## src/rtl/lc3b_mem_sequencer.sv

```systemverilog
// LC-3b MEM-stage sequencer: turns LDR/LDB/STR/STB/LDI/STI into one or two handshaked
// data-memory accesses, aligns byte data, and stalls the pipeline until the sequence completes.
package lc3b_types;
  typedef logic [15:0] lc3b_word;
  typedef logic [1:0]  lc3b_mem_wmask;
  typedef enum logic [3:0] {
    op_br  = 4'b0000, op_add = 4'b0001, op_ldb = 4'b0010, op_stb  = 4'b0011,
    op_jsr = 4'b0100, op_and = 4'b0101, op_ldr = 4'b0110, op_str  = 4'b0111,
    op_rti = 4'b1000, op_not = 4'b1001, op_ldi = 4'b1010, op_sti  = 4'b1011,
    op_jmp = 4'b1100, op_shf = 4'b1101, op_lea = 4'b1110, op_trap = 4'b1111
  } lc3b_opcode;
endpackage

module lc3b_mem_sequencer
  import lc3b_types::*;
(
  input  logic          clk,
  input  logic          rst,
  input  logic          in_valid,
  input  lc3b_opcode    in_opcode,
  input  lc3b_word      in_addr,
  input  lc3b_word      in_sr,
  input  logic          advance,
  input  logic          mem_resp,
  input  lc3b_word      mem_rdata,
  output logic          mem_read,
  output logic          mem_write,
  output lc3b_word      mem_address,
  output lc3b_word      mem_wdata,
  output lc3b_mem_wmask mem_byte_enable,
  output lc3b_word      load_data,
  output logic          mem_done,
  output logic          stall
);

  typedef enum logic [1:0] {S_IDLE, S_FIRST, S_SECOND, S_HOLD} state_e;

  state_e        state_q, state_d;
  lc3b_opcode    op_q, op_d;
  logic          byte_hi_q, byte_hi_d;
  lc3b_word      sr_q, sr_d;
  logic          mem_read_q, mem_read_d;
  logic          mem_write_q, mem_write_d;
  lc3b_word      mem_address_q, mem_address_d;
  lc3b_word      mem_wdata_q, mem_wdata_d;
  lc3b_mem_wmask mem_byte_enable_q, mem_byte_enable_d;
  lc3b_word      load_data_q, load_data_d;
  logic          mem_done_q, mem_done_d;

  function automatic logic is_mem_op(input lc3b_opcode op);
    return op inside {op_ldr, op_ldb, op_ldi, op_str, op_stb, op_sti};
  endfunction

  function automatic lc3b_word sext_byte(input logic [7:0] b);
    return {{8{b[7]}}, b};
  endfunction

  always_comb begin
    // NOTE: every *_d starts from its flop value, so no path through this block can infer a latch.
    state_d           = state_q;
    op_d              = op_q;
    byte_hi_d         = byte_hi_q;
    sr_d              = sr_q;
    mem_read_d        = mem_read_q;
    mem_write_d       = mem_write_q;
    mem_address_d     = mem_address_q;
    mem_wdata_d       = mem_wdata_q;
    mem_byte_enable_d = mem_byte_enable_q;
    load_data_d       = load_data_q;
    mem_done_d        = mem_done_q;

    case (state_q)
      S_IDLE: begin
        if (in_valid && is_mem_op(in_opcode)) begin
          state_d           = S_FIRST;
          op_d              = in_opcode;
          byte_hi_d         = in_addr[0];
          sr_d              = in_sr;
          mem_address_d     = {in_addr[15:1], 1'b0};
          mem_byte_enable_d = 2'b11;
          if (in_opcode == op_str || in_opcode == op_stb) begin
            mem_write_d = 1'b1;
            mem_wdata_d = in_sr;
            if (in_opcode == op_stb) begin
              mem_wdata_d       = {in_sr[7:0], in_sr[7:0]};
              mem_byte_enable_d = in_addr[0] ? 2'b10 : 2'b01;
            end
          end else begin
            mem_read_d = 1'b1;
          end
        end
      end

      S_FIRST: begin
        if (mem_resp) begin
          mem_read_d  = 1'b0;
          mem_write_d = 1'b0;
          case (op_q)
            op_ldi, op_sti: begin
              // The first read returned a pointer; the follow-up access is forced word-aligned.
              state_d           = S_SECOND;
              mem_address_d     = {mem_rdata[15:1], 1'b0};
              mem_byte_enable_d = 2'b11;
              if (op_q == op_sti) begin
                mem_write_d = 1'b1;
                mem_wdata_d = sr_q;
              end else begin
                mem_read_d = 1'b1;
              end
            end
            op_ldr: begin
              load_data_d = mem_rdata;
              state_d     = S_HOLD;
              mem_done_d  = 1'b1;
            end
            op_ldb: begin
              load_data_d = sext_byte(byte_hi_q ? mem_rdata[15:8] : mem_rdata[7:0]);
              state_d     = S_HOLD;
              mem_done_d  = 1'b1;
            end
            default: begin
              state_d    = S_HOLD;
              mem_done_d = 1'b1;
            end
          endcase
        end
      end

      S_SECOND: begin
        if (mem_resp) begin
          mem_read_d  = 1'b0;
          mem_write_d = 1'b0;
          if (op_q == op_ldi) load_data_d = mem_rdata;
          state_d    = S_HOLD;
          mem_done_d = 1'b1;
        end
      end

      S_HOLD: begin
        if (advance) begin
          state_d    = S_IDLE;
          mem_done_d = 1'b0;
        end
      end

      default: state_d = S_IDLE;
    endcase
  end

  // NOTE: non-blocking assignments so every flop samples the same pre-edge values.
  always_ff @(posedge clk) begin
    if (rst) begin
      // NOTE: latched operands are cleared as well, so nothing from an aborted sequence survives.
      state_q           <= S_IDLE;
      op_q              <= op_br;
      byte_hi_q         <= 1'b0;
      sr_q              <= '0;
      mem_read_q        <= 1'b0;
      mem_write_q       <= 1'b0;
      mem_address_q     <= '0;
      mem_wdata_q       <= '0;
      mem_byte_enable_q <= '0;
      load_data_q       <= '0;
      mem_done_q        <= 1'b0;
    end else begin
      state_q           <= state_d;
      op_q              <= op_d;
      byte_hi_q         <= byte_hi_d;
      sr_q              <= sr_d;
      mem_read_q        <= mem_read_d;
      mem_write_q       <= mem_write_d;
      mem_address_q     <= mem_address_d;
      mem_wdata_q       <= mem_wdata_d;
      mem_byte_enable_q <= mem_byte_enable_d;
      load_data_q       <= load_data_d;
      mem_done_q        <= mem_done_d;
    end
  end

  assign stall = (state_q == S_IDLE && in_valid && is_mem_op(in_opcode))
               || state_q == S_FIRST || state_q == S_SECOND;

  assign mem_read        = mem_read_q;
  assign mem_write       = mem_write_q;
  assign mem_address     = mem_address_q;
  assign mem_wdata       = mem_wdata_q;
  assign mem_byte_enable = mem_byte_enable_q;
  assign load_data       = load_data_q;
  assign mem_done        = mem_done_q;

endmodule
```

## config.mk

```make
export PLATFORM = sky130hd
export DESIGN_NAME = lc3b_mem_sequencer
export DESIGN_NICKNAME = d
export VERILOG_FILES = /design/src/rtl/lc3b_mem_sequencer.sv
export SDC_FILE = /design/constraint.sdc
export NUM_CORES = 1
export LEC_CHECK = 0
export BUFFER_PORTS_ARGS = -buffer_cell sky130_fd_sc_hd__buf_2
export CORE_UTILIZATION = 57
export CTS_BUF_LIST = sky130_fd_sc_hd__clkbuf_8
export DETAILED_ROUTE_END_ITERATION = 16
export PLACE_DENSITY = 0.85
export SYNTH_ARGS = -nofsm -noshare
export SYNTH_HDL_FRONTEND = slang
export SYNTH_SLANG_ARGS = --single-unit
```

## constraint.sdc

```tcl
create_clock -name clk -period 3.76 [get_ports clk]
set_clock_uncertainty 0.2 [all_clocks]
set_input_delay 0.564 -clock clk [delete_from_list [all_inputs] [get_ports clk]]
set_output_delay 0.564 -clock clk [all_outputs]
set_load 0.02 [all_outputs]
```

==> results.py, run 1 <==
metrics = {
    "run_status": {
        "status": "finished clean",
    },
    "critical_path": {
        "cpPeakStageDelay_ps": 500,
        "reg2regPathDepth": 7,
        "critical_path_class": "flip-flop to output port",
        "required_ps": 3000,
        "cp_slowest_cell": "buf_4",
        "cp_top_family": "buffers and inverters",
        "cp-end-kind": "output port",
        "cp_num_cells": 6,
        "path_max_fanout": 44,
        "worst_setup_path_start_kind": "flip-flop",
        "cp_cell_sequence": "inv_1, ha_2, buf_4, nor2_1, nand2_1, buf_2",
        "arrival_ps": 1990,
        "cp.buffers_inverters": 3,
    },
    "finish": {
        "multi_input_area_mm2": 0.00191,
        "nets": 530,
        "finish.utilization_pct": 73.2,
        "antenna_cells": 0,
        "final_cell_mix": "109 x buf_2, 75 x dfxtp_1, 51 x mux2i_1",
        "syn2layout_area_growth_pct": 21.8,
        "final_common_cell": "buf_2",
        "ff_latch_area_mm2": 0.00150,
        "drive_above_1_share_pct": 33.7,
        "fillers": 441,
    },
    "detailed_routing": {
        "drt-met1-wl_um": 4250,
        "dr.pass1.iters": 4,
        "route.top_layer_used": "met4",
        "post_drt_wl_per_cell_um": 18.0,
        "dr_wl_met2_um": 4760,
        "vias": 3297,
        "viasPerCell": 6.03,
        "met3WireLength_um": 542,
        "ant_nets": 0,
        "first_iter_violations": 238,
        "wirelength_um": 9840,
        "drc_errors": 0,
    },
    "synth": {
        "ys_types": 50,
        "synth_async_sr_flop_share_pct": 0,
        "synthTopCellsByArea": "dfxtp_1 41%, mux2i_1 14%, a21oi_1 6.1%",
        "synth_area_per_cell_um2": 9.73,
        "syn_inst": 372,
        "synth_edf_count": 0,
        "seq_area_frac_synth_pct": 41.5,
        "yosysTopAreaCell": "dfxtp_1",
        "synth_flop_cell": "dfxtp_1",
        "synth-seq-cells": 75,
        "syn_nets": 435,
        "ys_warn_count": 0,
        "syn-cell-area_mm2": 0.00362,
        "synth_top_area_share_pct": 41.5,
    },
    "timing": {
        "period_share_pct": 73.3,
        "whs_ps": 261,
        "worst-slew-pin-transition_ps": 837,
        "fin_tns_setup_ps": 0,
        "hold_viol": 0,
        "setup_viol": 0,
        "slew_headroom_pct": 44.1,
        "rsz0062_at_grt": "false",
        "finalMaxSlewViolations": 0,
        "fin_crit_ps": 2760,
        "max_clock_freq_ghz": 0.363,
        "fin_ws_ps": 1000,
    },
    "place": {
        "dpl_worst_slack_ps": 1140,
        "gp_congestion": 0.851,
        "place.detailed.hpwl_um": 6770,
        "io_buffers": 109,
    },
    "grt": {
        "grt_pass1_vias": 3051,
        "grt_max_degree": 45,
        "grt_usage_pct": 30.2,
        "antenna_found_initial": 0,
        "gr-total-overflow": 0,
        "grt_first_pass_wirelength_um": 15000,
    },
    "pwr": {
        "power_mw": 4.05,
        "p_leak_nw": 1.97,
        "ir_worst_vdd_mv": 0.553,
        "pwr_density_cell_mw_per_mm2": 919,
    },
    "clock_tree": {
        "clk_pin_slew_ps": 80,
        "postCtsResizedCells": 0,
        "cts_tree": "yes",
        "clockBufferDepth": 2,
        "cts_setup_buffers": 0,
        "clkSinkCount": 75,
        "cts-root-buf": "clkbuf_8",
        "clk_latency_ps": 340,
        "cts_htree_levels": 3,
        "hold_buffers": 0,
        "cts_inserted_buffers": 9,
    },
    "hold_path": {
        "hp-class": "flip-flop to flip-flop",
        "min_delay_path_depth": 1,
    },
    "floorplan": {
        "fp.dieW_um": 81.7,
        "dieArea_mm2": 0.00667,
        "core_mm2": 0.00603,
        "start_util_pct": 60.1,
        "rows": 28,
        "io_pins": 111,
        "die_h_um": 81.7,
    },
    "job": {
        "drv_cap": 0,
    },
}
-- state kept, by name, summed over array words and instances (netlist names) --
signal           flops
mem_read             1
op_q                 4
load_data           16
state_q              2
mem_wdata           16
mem_write            1
mem_done             1
byte_hi_q            1
sr_q                16
mem_byte_enable      2
mem_address         15
-- final timing paths --
| path | slack (ps) | endpoint | start |
|---|---|---|---|
| max | 1000 | stall | state_q[1] |
| min | 260 | load_data[9] | load_data[9] |
| max reg2reg | 1070 | mem_wdata[5] | state_q[1] |
| min reg2reg | 260 | load_data[9] | load_data[9] |
-- layer usage --
layer,global-route usage [%],up-vias
met4,16.0,0
met3,5.67,32
met1,40.4,1591
li1,-,1548
met5,0,-
met2,46.2,126
-- metrics by stage --
step / instances / area [um^2]
global route: 547 / 4410
global placement: 531 / 4140
finish: 547 / 4410
detailed placement: 531 / 4140
floorplan: 372 / 3620
CTS: 547 / 4410
-- layout make-up --
type / count / share of cell area [%]
sequential: 75 / 34.0
inverter: 15 / 1.28
timing repair buffer: 113 / 13.0
clock inverter: 5 / 2.81
tap: 75 / 2.13
multi-input combinational: 253 / 43.3
clock buffer: 11 / 3.43
-- report_power, final --
part,leakage (nW),internal (mW),switching [mW]
registers,0.614,1.08,0.175
clock network,0.141,0.542,0.298
logic,1.22,0.693,1.27
total,1.97,2.31,1.74
-- worst register-to-register path, stage by stage (launching register included) --
cell      delay [ps]
dfxtp_1          370
inv_1            130
ha_2             190
buf_4            500
and4b_4          410
a31o_4           300
and2_4           320
a211oi_1         120
-- synth_stat cells, drive strengths merged, types with 2 or more instances --
cell type	count
a211oi	31
a21o	3
a21oi	45
a311oi	2
a31o	2
a31oi	4
and2	4
buf	18
clkbuf	11
dfxtp	75
ha	6
inv	14
mux2	8
mux2i	51
nand2	12
nand3	2
nor2	33
nor2b	3
nor3	3
o2111ai	8
o21ai	9
o2bb2ai	9
-- logic make-up after synthesis --
| kind of cell | after synthesis | share of synthesized area (%) |
|---|---|---|
| AOI/OAI and AO/OA | 120 | 24.4 |
| DFF | 75 | 41.5 |
| and+or+nand+nor | 67 | 9.30 |
| muxes | 59 | 16.6 |
| buffers and inverters | 44 | 6.05 |
| adders and majority gates | 6 | 2.07 |
| other | 1 | 0.104 |
(Power assumes the default switching activity.)
==> run 2, diff against run 1 <==
Settings changed: CORE_UTILIZATION 57 to 53, PLACE_DENSITY 0.85 to 0.8.
Clock period 3.76 ns to 2.6 ns, I/O delays scaled along.
==> run 2 against run 1 <==
Compared with the run above:
- total power grew 37%
- design area shrank 0.96%
- critical path depth is the same
- setup slack lost 700 ps
- sequential share of layout area grew 0.33 points
==> results.py, run 2 (synthesis gave the netlist of run 1 again) <==
metrics = {
    "critical_path": {
        "worst_setup_path_start_kind": "flip-flop",
        "crit_end": "load_data[6]",
        "critical_path_class": "flip-flop to flip-flop",
        "crit_start": "state_q[0]",
        "cp-end-kind": "flip-flop",
        "reg2regPathDepth": 6,
        "r2r_end": "load_data[6]",
        "arrival_ps": 2310,
        "r2r_start": "state_q[0]",
        "path_max_fanout": 7,
        "rrSetupSlack_ps": 310,
        "required_ps": 2610,
    },
    "job": {
        "drv_cap": 0,
    },
    "detailed_routing": {
        "first_iter_violations": 189,
        "post_drt_wl_per_cell_um": 16.9,
        "drc_errors": 0,
        "viasPerCell": 5.79,
        "dr.pass1.iters": 7,
        "vias": 3210,
        "wirelength_um": 9350,
        "ant_nets": 0,
    },
    "grt": {
        "antenna_found_initial": 0,
        "grt_first_pass_wirelength_um": 15300,
        "gr-total-overflow": 0,
        "grt_pass1_vias": 3078,
        "grt_max_degree": 33,
        "grt_usage_pct": 26.8,
    },
    "timing": {
        "hold_viol": 0,
        "period_share_pct": 88.2,
        "whs_ps": 107,
        "worst-slew-pin-transition_ps": 627,
        "slew_headroom_pct": 58.2,
        "fin_crit_ps": 2290,
        "fin_tns_setup_ps": 0,
        "setup_viol": 0,
        "max_clock_freq_ghz": 0.436,
        "finalMaxSlewViolations": 0,
        "rsz0062_at_grt": "false",
    },
    "place": {
        "io_buffers": 109,
        "gp_congestion": 0.786,
        "placed_area_mm2": 0.00418,
        "place.detailed.hpwl_um": 6600,
    },
    "floorplan": {
        "start_util_pct": 56.0,
        "rows": 29,
        "io_pins": 111,
        "die_h_um": 84.6,
        "fp.dieW_um": 84.6,
        "dieArea_mm2": 0.00716,
        "core_mm2": 0.00646,
    },
    "pwr": {
        "power_frac_comb_pct": 51.8,
        "switching_power_mw": 2.51,
        "p_leak_nw": 1.95,
        "seq_power_share_pct": 32.3,
        "pwr_density_cell_mw_per_mm2": 1270,
        "clkPwrFrac_pct": 15.9,
        "swShare_pct": 45.1,
        "ir_worst_vdd_mv": 0.653,
        "internal_power_mw": 3.05,
    },
    "clock_tree": {
        "cts-root-buf": "clkbuf_8",
        "clockBufferDepth": 2,
        "cts_tree": "yes",
        "cts_htree_levels": 3,
        "clk_latency_ps": 340,
        "clkSinkCount": 75,
        "clk_pin_slew_ps": 80,
        "postCtsResizedCells": 0,
        "cts_setup_buffers": 0,
        "cts_inserted_buffers": 9,
        "hold_buffers": 0,
    },
    "hold_path": {
        "hp-class": "primary input to flip-flop",
    },
    "finish": {
        "syn2layout_area_growth_pct": 20.7,
        "drive_above_1_share_pct": 34.6,
        "nets": 535,
        "antenna_cells": 0,
        "final_common_cell": "buf_2",
        "design_area_mm2": 0.00437,
        "fillers": 524,
        "final_cell_mix": "109 x buf_2, 75 x dfxtp_1, 51 x mux2i_1",
    },
    "run_status": {
        "status": "finished clean",
    },
}
==> run 2: worst min-delay path by stage <==
stage	start	endpoint	slack, ps	cells after the start
floorplan	op_q[1]	op_q[1]	250	2
global placement	load_data[13]	load_data[13]	240	1
detailed placement	load_data[13]	load_data[13]	240	1
CTS	in_sr[11]	sr_q[11]	100	3
global route	in_sr[11]	sr_q[11]	110	3
finish	in_sr[12]	sr_q[12]	110	3
==> run 2: critical path: stages, from the launching register on <==
cell and delay (ps):
dfxtp_1 400, inv_1 130, ha_1 300, nor3_1 300
and3_1 470, mux2i_1 260, a211oi_1 90
==> run 2: cell type report <==
cell class | instances | area (um^2) | area share [%]
repair buffers | 118 | 613 | 14.0
well taps | 77 | 96.3 | 2.21
clock buffers | 9 | 124 | 2.84
flip-flops and latches | 75 | 1500 | 34.4
multi-input cells | 253 | 1910 | 43.7
clock inverters | 7 | 68.8 | 1.58
inverters | 15 | 56.3 | 1.29
==> run 2: per-layer routing <==
metal,vias to the layer above,part of all wire (%),GRT usage (%)
met5,-,0,0
li1,1560,-,-
met3,17,5.0,4.52
met2,104,48,42.5
met4,0,2.1,9.71
met1,1529,45,36.9
==> run 2: power by group through the flow <==
stage                     registers [mW]  logic, mW  clock network (mW)
final                               1.79       2.88               0.884
after global routing                1.83       3.11               0.943
after CTS                           1.79       2.87               0.891
after detailed placement            1.80       2.87                   0
after global placement              1.80       2.79                   0
after floorplan                     2.23       1.70                   0
==> run 2: through the flow <==
step | utilization, % | setup slack, ps | total power [mW] | instances
floorplan | - | 519 | 3.93 | 372
global placement | 64.6 | 439 | 4.59 | 538
detailed placement | 64.6 | 362 | 4.67 | 538
CTS | 67.6 | 343 | 5.55 | 554
global route | 67.6 | 183 | 5.89 | 554
finish | 67.6 | 308 | 5.56 | 554
==> run 3, diff against run 2 <==
Settings changed: ABC_AREA set to 1, CORE_UTILIZATION 53 to 54, PLACE_DENSITY 0.8 to 0.81.
==> run 3 against run 2 <==
Compared with the run above:
- global-route usage about the same
- hold slack got worse by 77 ps
- register-to-register slack worse by 20 ps
- final cell count is 46% higher
- design area is 6.6% higher
- non-clock buffer count shrank 4
- clock power increased by 20%
- sequential power down 3%
==> results.py, run 3 <==
metrics = {
    "run_status": {
        "status": "finished clean",
    },
    "detailed_routing": {
        "wirelength_um": 9700,
        "post_drt_wl_per_cell_um": 12.0,
        "vias": 4088,
        "first_iter_violations": 318,
        "dr.pass1.iters": 5,
        "ant_nets": 0,
        "viasPerCell": 5.07,
        "drc_errors": 0,
    },
    "floorplan": {
        "rows": 30,
        "core_mm2": 0.00687,
        "start_util_pct": 56.4,
        "dieArea_mm2": 0.00751,
        "fp.dieW_um": 86.7,
        "io_pins": 111,
        "die_h_um": 86.7,
    },
    "clock_tree": {
        "clockBufferDepth": 2,
        "cts-root-buf": "clkbuf_8",
        "clk_latency_ps": 350,
        "cts_inserted_buffers": 9,
        "hold_buffers": 0,
        "clkSinkCount": 75,
        "cts_htree_levels": 3,
        "cts_setup_buffers": 0,
        "clk_pin_slew_ps": 70,
        "cts_tree": "yes",
    },
    "hold_path": {
        "hp-class": "primary input to flip-flop",
        "min_delay_path_depth": 2,
        "min_from": "rst",
        "whs_endpoint": "op_q[1]",
    },
    "pwr": {
        "ir_worst_vdd_mv": 0.586,
        "pwr_density_cell_mw_per_mm2": 1180,
        "p_leak_nw": 2.58,
    },
    "finish": {
        "fillers": 626,
        "final_common_cell": "nand2_1",
        "multi_input_area_mm2": 0.00195,
        "finish.utilization_pct": 67.8,
        "drive_above_1_share_pct": 20.8,
        "syn2layout_area_growth_pct": 20.3,
        "antenna_cells": 0,
        "final_cell_mix": "161 x nand2_1, 127 x nor2_1, 109 x buf_2",
        "ff_latch_area_mm2": 0.00150,
        "final_cells": 807,
        "nets": 771,
        "design_area_mm2": 0.00466,
    },
    "synth": {
        "synth-seq-cells": 75,
        "synth_top_area_share_pct": 38.8,
        "seq_area_frac_synth_pct": 38.8,
        "yosys-top-cells-count": "161 x nand2_1, 128 x nor2_1, 75 x dfxtp_1, 66 x inv_1, 44 x nand3_1",
        "syn-cell-area_mm2": 0.00387,
        "yosysMostFrequentCell": "nand2_1",
        "synth_edf_count": 0,
        "synth_flop_cell": "dfxtp_1",
        "yosysTopAreaCell": "dfxtp_1",
        "syn_inst": 609,
        "synth_area_per_cell_um2": 6.36,
        "synthTopCellsByArea": "dfxtp_1 39%, nand2_1 16%, nor2_1 12%",
        "ys_warn_count": 0,
        "ys_types": 29,
        "syn_nets": 672,
        "synth_async_sr_flop_share_pct": 0,
    },
    "place": {
        "io_buffers": 109,
        "placed_area_mm2": 0.00443,
        "placedCellCount": 793,
        "gp_congestion": 0.890,
        "place.detailed.hpwl_um": 6970,
    },
    "timing": {
        "rsz0062_at_grt": "false",
        "worst-slew-pin-transition_ps": 666,
        "setup_viol": 0,
        "hold_viol": 0,
        "finalMaxSlewViolations": 0,
        "period_share_pct": 92.1,
        "fin_tns_setup_ps": 0,
        "slew_headroom_pct": 55.6,
        "fin_crit_ps": 2400,
        "max_clock_freq_ghz": 0.417,
    },
    "grt": {
        "top_usage_layer": "met2",
        "grt_usage_pct": 26.8,
        "gr-total-overflow": 0,
        "use_met3_pct": 4.00,
        "grt_use_met1_pct": 34.8,
        "antenna_found_initial": 0,
        "grt_first_pass_wirelength_um": 16000,
        "grt_use_met2_pct": 44.6,
        "grt_max_degree": 74,
        "grt_pass1_vias": 3659,
    },
    "critical_path": {
        "required_ps": 2010,
        "path_max_fanout": 8,
        "r2r_start": "state_q[1]",
        "worst_setup_path_start_kind": "flip-flop",
        "reg2regPathDepth": 9,
        "cp-end-kind": "output port",
        "critical_path_class": "flip-flop to output port",
        "crit_start": "state_q[0]",
        "r2r_end": "mem_address[7]",
        "arrival_ps": 1810,
        "rrSetupSlack_ps": 290,
    },
    "job": {
        "drv_cap": 0,
    },
}
==> run 3: layout make-up <==
class / count / share of cell area [%]
clock buffer: 9 / 2.66
multi-input combinational: 437 / 42.0
timing repair buffer: 114 / 12.5
sequential: 75 / 32.2
inverter: 71 / 5.78
tap: 96 / 2.58
clock inverter: 5 / 2.23
==> run 3: worst max-delay path by stage <==
stage | endpoint | slack (ps)
after detailed placement | mem_byte_enable[1] | 210
after CTS | mem_address[7] | 190
after floorplan | stall | 610
final | stall | 200
after global routing | stall | 30
after global placement | mem_address[3] | 360
==> run 3: cell families after synthesis <==
kind of cell | synth area share (%)
simple gates | 37.4
buf+inv | 10.8
compound gates | 11.0
flops | 38.8
fa+ha+maj | 1.94
other cells | 0.0969
==> run 3: metrics by stage <==
stage | power (mW) | worst slack [ps] | hold WS, ps
final | 5.49 | 205 | 30.6
after global routing | 5.92 | 27.1 | 32.5
after CTS | 5.51 | 186 | 25.1
after detailed placement | 4.44 | 213 | 269
after global placement | 4.36 | 365 | 260
after floorplan | 3.82 | 607 | 257
==> run 3: per-layer routing <==
layer	share of wire (%)	routed length (um)
met3	6.6	643
met1	44	4250
met5	0	0
met2	47	4600
met4	2.1	200
==> run 3: critical path, cell delays in order (launching register included) <==
cell     delay (ps)
dfxtp_1         370
inv_1           150
ha_1            380
nand4_2         240
nand3_1         140
buf_2           170
==> run 3: where the power goes <==
group	switching, mW	internal (mW)	leakage (nW)	total [mW]
Combinational	1.84	0.864	1.85	2.70
Sequential	0.197	1.53	0.616	1.73
Clock	0.430	0.627	0.115	1.06
Total	2.47	3.02	2.58	5.49
==> run 3: repair_timing <==
| item | 4_1_cts | 5_1_grt |
|---|---|---|
| resized for setup | 0 | 1 |
| endpoints found under the hold margin | 0 | 0 |
| setup endpoints to repair | 0 | 1 |
